[config.mk]
export PLATFORM = sky130hd
export DESIGN_NAME = seq_divider
export DESIGN_NICKNAME = d
export VERILOG_FILES = /design/src/rtl/seq_divider.sv
export SDC_FILE = /design/constraint.sdc
export NUM_CORES = 1
export LEC_CHECK = 0
export CAP_MARGIN = 20
export CORE_MARGIN = 2
export CORE_UTILIZATION = 45
export DETAILED_ROUTE_END_ITERATION = 16
export GPL_TIMING_DRIVEN = 0
export PLACE_DENSITY = 0.66
export SLEW_MARGIN = 20
export SYNTH_ARGS = -nofsm -noshare
export SYNTH_HDL_FRONTEND = slang
export SYNTH_SLANG_ARGS = --single-unit
[constraint.sdc]
create_clock -name clk -period 4.4 [get_ports clk]
set_clock_uncertainty 0.1 [all_clocks]
set_input_delay 0.88 -clock clk [delete_from_list [all_inputs] [get_ports clk]]
set_output_delay 0.88 -clock clk [all_outputs]
set_load 0.03 [all_outputs]
[src/rtl/seq_divider.sv]
// Sequential restoring divider: 2*WIDTH-bit dividend / WIDTH-bit divisor, one quotient bit per clock.
// Define DIV_CHECK_EN to add a quotient*divisor+remainder self-check that drives check_err.
module seq_divider #(
  parameter int WIDTH = 4
) (
  input  logic                 clk,
  input  logic                 rst_n,
  input  logic                 in_valid,
  output logic                 in_ready,
  input  logic [2*WIDTH-1:0]   dividend,
  input  logic [WIDTH-1:0]     divisor,
  output logic                 out_valid,
  input  logic                 out_ready,
  output logic [WIDTH-1:0]     quotient,
  output logic [WIDTH-1:0]     remainder,
  output logic                 div_zero,
  output logic                 ovf,
  output logic                 check_err
);

  localparam int CW = $clog2(WIDTH + 1);

  typedef enum logic [1:0] {
    IDLE = 2'd0,
    CALC = 2'd1,
    DONE = 2'd2
  } state_t;

  state_t state_q, state_d;

  // Partial remainder is kept at WIDTH bits: it is always below the divisor.
  logic [WIDTH-1:0] r_q, r_d;
  logic [WIDTH-1:0] q_q, q_d;
  logic [CW-1:0]    cnt_q, cnt_d;
  logic [WIDTH-1:0] divisor_q, divisor_d;

  logic             in_ready_q, in_ready_d;
  logic             out_valid_q, out_valid_d;
  logic [WIDTH-1:0] quotient_q, quotient_d;
  logic [WIDTH-1:0] remainder_q, remainder_d;
  logic             div_zero_q, div_zero_d;
  logic             ovf_q, ovf_d;
  logic             check_err_q, check_err_d;

  logic [WIDTH:0]   r_shift;
  logic [WIDTH-1:0] q_shift;
  logic [WIDTH-1:0] diff;
  logic             sub_ok;
  logic [WIDTH-1:0] r_step;
  logic [WIDTH-1:0] q_step;
  logic             last_iter;
  logic             accept;
  logic             check_fail;

`ifdef DIV_CHECK_EN
  logic [2*WIDTH-1:0] dividend_q, dividend_d;
  logic [2*WIDTH-1:0] recomposed;
`endif

  // One restoring step: shift {R,Q} left, subtract divisor if it fits.
  always_comb begin
    r_shift   = {r_q, q_q[WIDTH-1]};
    q_shift   = {q_q[WIDTH-2:0], 1'b0};
    sub_ok    = (r_shift >= {1'b0, divisor_q});
    diff      = r_shift[WIDTH-1:0] - divisor_q;
    r_step    = sub_ok ? diff : r_shift[WIDTH-1:0];
    q_step    = sub_ok ? (q_shift | {{(WIDTH-1){1'b0}}, 1'b1}) : q_shift;
    last_iter = (cnt_q == CW'(WIDTH - 1));
  end

`ifdef DIV_CHECK_EN
  always_comb begin
    recomposed = {{WIDTH{1'b0}}, q_step} * {{WIDTH{1'b0}}, divisor_q}
               + {{WIDTH{1'b0}}, r_step};
    check_fail = (recomposed != dividend_q);
  end
`else
  assign check_fail = 1'b0;
`endif

  assign accept = in_valid && in_ready_q;

  always_comb begin
    state_d     = state_q;
    r_d         = r_q;
    q_d         = q_q;
    cnt_d       = cnt_q;
    divisor_d   = divisor_q;
    out_valid_d = out_valid_q;
    quotient_d  = quotient_q;
    remainder_d = remainder_q;
    div_zero_d  = div_zero_q;
    ovf_d       = ovf_q;
    check_err_d = check_err_q;
`ifdef DIV_CHECK_EN
    dividend_d  = dividend_q;
`endif

    case (state_q)
      IDLE: begin
        if (accept) begin
          divisor_d   = divisor;
`ifdef DIV_CHECK_EN
          dividend_d  = dividend;
`endif
          check_err_d = 1'b0;
          if (divisor == '0) begin
            quotient_d  = '1;
            remainder_d = '0;
            div_zero_d  = 1'b1;
            ovf_d       = 1'b0;
            out_valid_d = 1'b1;
            state_d     = DONE;
          end else if (dividend[2*WIDTH-1:WIDTH] >= divisor) begin
            quotient_d  = '1;
            remainder_d = '0;
            div_zero_d  = 1'b0;
            ovf_d       = 1'b1;
            out_valid_d = 1'b1;
            state_d     = DONE;
          end else begin
            r_d         = dividend[2*WIDTH-1:WIDTH];
            q_d         = dividend[WIDTH-1:0];
            cnt_d       = '0;
            div_zero_d  = 1'b0;
            ovf_d       = 1'b0;
            state_d     = CALC;
          end
        end
      end
      CALC: begin
        r_d   = r_step;
        q_d   = q_step;
        cnt_d = cnt_q + CW'(1);
        if (last_iter) begin
          quotient_d  = q_step;
          remainder_d = r_step;
          check_err_d = check_fail;
          out_valid_d = 1'b1;
          state_d     = DONE;
        end
      end
      DONE: begin
        if (out_ready) begin
          out_valid_d = 1'b0;
          state_d     = IDLE;
        end
      end
      default: begin
        out_valid_d = 1'b0;
        state_d     = IDLE;
      end
    endcase

    in_ready_d = (state_d == IDLE);
  end

  always_ff @(posedge clk) begin
    if (!rst_n) begin
      state_q     <= IDLE;
      r_q         <= '0;
      q_q         <= '0;
      cnt_q       <= '0;
      divisor_q   <= '0;
      in_ready_q  <= 1'b1;
      out_valid_q <= 1'b0;
      quotient_q  <= '0;
      remainder_q <= '0;
      div_zero_q  <= 1'b0;
      ovf_q       <= 1'b0;
      check_err_q <= 1'b0;
`ifdef DIV_CHECK_EN
      dividend_q  <= '0;
`endif
    end else begin
      state_q     <= state_d;
      r_q         <= r_d;
      q_q         <= q_d;
      cnt_q       <= cnt_d;
      divisor_q   <= divisor_d;
      in_ready_q  <= in_ready_d;
      out_valid_q <= out_valid_d;
      quotient_q  <= quotient_d;
      remainder_q <= remainder_d;
      div_zero_q  <= div_zero_d;
      ovf_q       <= ovf_d;
      check_err_q <= check_err_d;
`ifdef DIV_CHECK_EN
      dividend_q  <= dividend_d;
`endif
    end
  end

  assign in_ready  = in_ready_q;
  assign out_valid = out_valid_q;
  assign quotient  = quotient_q;
  assign remainder = remainder_q;
  assign div_zero  = div_zero_q;
  assign ovf       = ovf_q;
  assign check_err = check_err_q;

endmodule
Word level (Yosys, flattened, before mapping) --
Cells that the tools add are included.
Cells by class: add/sub/neg operators 2, magnitude comparators 2, equal/unequal tests 9, muxes and demuxes 42, reductions and logical operators 10
Operator list (number):
- $mux W4 | 15
- $pmux W4 S2 | 4
- $reduce_and A4 Y1 | 3
- $mux W1 | 11
- $mux W2 | 5
- $ne A2 B2 Y1 const B | 5
- $mux W3 | 3
- $pmux W2 S3 | 1
- $pmux W3 S2 | 1
- $ge A5 B4 Y1 | 1
- $ge A4 B4 Y1 | 1
- $logic_not A2 Y1 | 2
- $logic_not A4 Y1 | 1
- $sub A4 B4 Y4 | 1
- $add A3 B1 Y3 const B | 1
- $eq A3 B2 Y1 const B | 1
- $ne A3 B3 Y1 const B | 1
- $pmux W1 S3 | 1
- $reduce_and A3 Y1 | 1
- $eq A2 B1 Y1 const B | 1
- $eq A2 B2 Y1 const B | 1
- $pmux W1 S2 | 1
- $reduce_and A2 Y1 | 1
- $reduce_bool A2 Y1 | 1
- $logic_and A1 B1 Y1 | 1
Storage, ports and cells: register bits after elaboration 30, output and inout bits 13, logic and storage cells 77

Logic depth before layout (Yosys ltp) --
Gate-level depths: netlist (run 1).
depth in word-level cells 6, depth in mapped cells 8, mapped depth without buffers 7

Worst setup path before layout (run 1) --
Ideal clock, no wire load.
kind input port to flip-flop, start point input dividend[4], end point register quotient_q[0], in the netlist quotient[0], setup time 0.143 ns, data arrival time 2.188 ns, path slack 1.969 ns, cell stages on the path 7, cells stage by stage inv_1 ha_1 nor3b_1 o21ai_2 o41a_2 a21oi_1 a311oi_1
On the way: cells in the longest elaborated chain, start to end 3
RTL lines:
- from (decl) | RTL line 10 | input logic [2*WIDTH-1:0] dividend,
- $ge A4 B4 Y1 | RTL line 114 | end else if (dividend[2*WIDTH-1:WIDTH] >= divisor) begin
- $ne A3 B3 Y1 (no source line)
- $reduce_and A4 Y1 (no source line)
- to (signal assigned) | RTL line 183 | quotient_q <= quotient_d;
- to (decl) | RTL line 39 | logic [WIDTH-1:0] quotient_q, quotient_d;
No other way between the ends. A chain may end at the register's enable or synchronous reset.

Worst setup path in the final report (run 1) --
start point input divisor[3], end point register r_q[2]
On the way: cells in the longest elaborated chain, start to end 3, elaborated cells between the ends (all ways) 5, classes of those cells order compare (1); eq/ne (2); reduce/logical (2)
RTL lines:
- from (decl) | RTL line 11 | input logic [WIDTH-1:0] divisor,
- $ge A4 B4 Y1 / $logic_not A4 Y1 (equally long branches) | RTL line 114, 107
- $ne A2 B2 Y1 (no source line)
- $reduce_and A4 Y1 (no source line) (*)
- to (signal assigned) | RTL line 177 | r_q <= r_d;
- to (decl) | RTL line 32 | logic [WIDTH-1:0] r_q, r_d;
Every way passes the cells marked *; elsewhere a longest branch is shown, timed or not.

==> results of run 1 <==
## state kept, by name, indices dropped and copies added, names as in the netlist
register,cells
quotient,4
cnt_q,3
remainder,4
r_q,4
q_q,4
out_valid,1
ovf,1
in_ready,1
state_q,2
divisor_q,4
div_zero,1
## metrics by stage
stage / std cells / hold WS (ps) / total power, W / area, um^2
2_1_floorplan: 195 / 329.3 / 0.0005458 / 1665
3_5_place_dp: 270 / 353.1 / 0.0006432 / 1996
6_report: 278 / 360.8 / 0.0009329 / 2116
5_1_grt: 278 / 384.0 / 0.0009863 / 2116
3_3_place_gp: 270 / 343.6 / 0.0006367 / 1996
4_1_cts: 278 / 363.4 / 0.0009327 / 2116
## critical path, delay by kind of cell
family / cells / cell delay [ps]
AOI/OAI and AO/OA: 4 / 860
adders and majority gates: 1 / 290
and+or+nand+nor: 1 / 200
buffers and inverters: 3 / 760
## worst max-delay path by stage
| stage | slack, ps | depth (start not counted) | to | from |
|---|---|---|---|---|
| after global routing | 1340 | 8 | quotient[0] | divisor[1] |
| after floorplan | 1970 | 7 | quotient[0] | dividend[4] |
| after CTS | 1480 | 9 | r_q[2] | divisor[3] |
| final | 1490 | 9 | r_q[2] | divisor[3] |
| after global placement | 1270 | 9 | r_q[0] | divisor[3] |
| after detailed placement | 1210 | 9 | r_q[2] | divisor[3] |
## area by class of cell
| class | count | area share [%] |
|---|---|---|
| multi-input combinational | 139 | 45.71 |
| sequential | 29 | 27.44 |
| timing repair buffer | 27 | 12.77 |
| clock buffer | 6 | 3.903 |
| buffer | 12 | 2.898 |
| tap | 48 | 2.839 |
| inverter | 15 | 2.661 |
| clock inverter | 2 | 1.774 |
## power by group through the flow
stage               registers [W]  clock network [W]  logic [W]
floorplan                0.000337                  0   0.000209
global placement         0.000317                  0   0.000320
detailed placement       0.000318                  0   0.000325
CTS                      0.000312           0.000293   0.000328
global route             0.000316           0.000308   0.000362
finish                   0.000312           0.000290   0.000331
## cells by family after synthesis
group,Yosys count
AOI/OAI and AO/OA,63
buffers and inverters,27
and+or+nand+nor,63
xor gates and xnor gates,1
adders and majority gates,11
other,1
DFF,29
## placed cells by master (no fill, tap or decap), drive strengths merged, types with 2 or more instances in the layout
cell type      instances
and2                   3
nor3b                  2
a311oi                 7
o21ai                  8
clkdlybuf4s50         27
or3                    2
o311ai                 2
o211ai                 3
nor2                  10
a211oi                 2
a31oi                  2
nand4                  2
o22ai                  3
nor4                   3
or2                    2
nand2b                 2
inv                   15
nor2b                  2
nand3                  3
dfxtp                 29
o31ai                  2
clkbuf                14
buf                    4
a21oi                 23
nor3                   3
ha                    10
a22oi                  2
nand2                 28
## per-layer routing
metal  share of wire (%)  up-vias  routed length, um
met5                   0        -                  0
met4                 1.5        0                 65
met3                 4.9        8                208
met2                  47       39               2005
met1                  46      736               1953
li1                    -      777                  -
==> qor.txt, run 1 <==
outcome: complete, no violations
initial DRC count: 95
share of cells above drive strength 1: 12.61%
vias in the first global route: 1,515
post-synthesis sequential area ratio: 34.86%
P_sw: 0.0003261 W
crit path max fanout: 10
clk sink count: 29
overflow left after global routing: 0
max_slew headroom: 54.53%
deepest clock path buffer count: 2
Post-Synth Simple-Gate Area: 18.86%
pin count of the biggest net entering global routing: 11
post-CTS setup buffer count: 0
Worst R2R Setup Slack: 2150 ps
routing usage on met2: 36.60%
XOR/XNOR Fraction of Synth Area: 0.5259%
VDD IR max: 0.2662 mV
CP Capture Type: register
Avg Inst Size Synth: 8.540 um^2
io pins: 29
core area: 0.003606 mm^2
Initial Util: 46.18%
first-pass GRT wire length: 7.038 mm
R2R cell count: 8
GR met3 Demand/Resource: 4.340%
H-tree depth: 2
ys async rst share: 0%
critical path's slowest cell: clkdlybuf4s50_1
diode count: 0
Worst Tran Pin Value: 676.8 ps
Post-synth EDFFs: 0
reg-to-reg startpoint: divisor_q[2]
router iterations before antenna repair: 4
Pint: 0.0006068 W
Final Setup Violations: 0
Layout area overhead: 27.05%
Gate power share: 35.4%
area fraction of the dominant cell type after synthesis: 34.86%
Endpoint, Worst Hold: cnt_q[1]
top post-synthesis cells by area: dfxtp_1 35%, ha_1 7.5%, a21oi_1 6.9%
Syn Inst Count: 195
static leakage: 0.7943 nW
max-slew violation count: 0
PwrDens: 440.9 mW/mm^2
met1 usage: 27.83%
Net Sw Frac: 34.96%
busiest grt layer: met2
critical path type: input pin to register
Post-Synth Adder-Cell Area: 8.715%
synthesized area: 0.001665 mm^2
Total Routing Usage GR: 21.89%
nets: 256
complex-gate fraction of the synthesized area: 29.75%
CTS tree: done
fillers: 332
Vias: 1,560
ANT nets after route: 0
WHS Path Cells: 2
Synth Flop Type: dfxtp_1
chip height: 64.84 um
die width: 64.84 um
clk root buf: clkbuf_8
Ys Warns: 0
sequential fraction of design power: 33.5%
Total Routed Length: 4.233 mm
Register Area: 580.6 um^2
initial antenna violation count: 0
#FFs+latches synth: 29
final hold vios: 0
largest family of logic cells by synthesized area: compound AO/OA/AOI/OAI gates
pre-CTS setup slack: 1212 ps
placer congestion estimate: 0.8416
Commonest cells post-synth: 29 x dfxtp_1, 28 x nand2_1, 23 x a21oi_1, 15 x inv_1, 10 x ha_1
Max Freq: 343.5 MHz
Worst-Skew Late Latency: 280 ps
crit path DAT: 3000 ps
Netlist cell types: 50
mean number of vias per cell: 5.612
Max-Cap Viols: 0
Synthesized Nets: 222
Startpoint Class: input pin
worst-path cell chain: clkdlybuf4s50_1, inv_1, ha_1, o211ai_1, o21ai_2, o21bai_4, and2_4, buf_6, a311oi_2
top-count cell post-synth: dfxtp_1
CTS resizes: 0
mux contribution to synthesized area: 0%
Tmin final: 2911 ps
Die ar.: 0.004204 mm^2
Multi-input gate area: 967.2 um^2
clock power share: 31.1%
clock-pin transition on the worst setup and hold timing paths: 70 ps
row cnt: 22
DP HPWL: 3.149 mm
hold path startpoint: cnt_q[1]
end of the worst register-to-register path: r_q[3]
routed length per instance: 15.23 um
port bufs: 27
setup TNS: 0 ps
fin util: 58.67%
Req. time, crit path: 4490 ps
post-synth top area cell: dfxtp_1
crit-path max cell delay: 550 ps
Final Cycle Share: 66.16%
# hold bufs at CTS: 0
clock buffer count from CTS: 5
final worst setup slack: 1489 ps
hold crit path type: register to register
DRC Markers: 0
RSZ-0062 raised after global routing: no
Power figures use the tool's default switching activity.
==> inputs of run 2 (changes only) <==
==> constraint.sdc (replaced) <==
create_clock -name clk -period 3 [get_ports clk]
set_clock_uncertainty 0.1 [all_clocks]
set_input_delay 0.6 -clock clk [delete_from_list [all_inputs] [get_ports clk]]
set_output_delay 0.6 -clock clk [all_outputs]
set_load 0.03 [all_outputs]
==> results of run 2 <==
Same layout as run 1 (identical final DEF). Status: complete, no violations.
Among the figures that moved: setup slack after placement 1212 ps -> 92.29 ps; setup slack after layout 1489 ps -> 368.9 ps; register-to-register setup slack 2150 ps -> 750 ps; total power 0.0009329 W -> 0.001368 W; worst IR drop on VDD 0.2662 mV -> 0.3904 mV
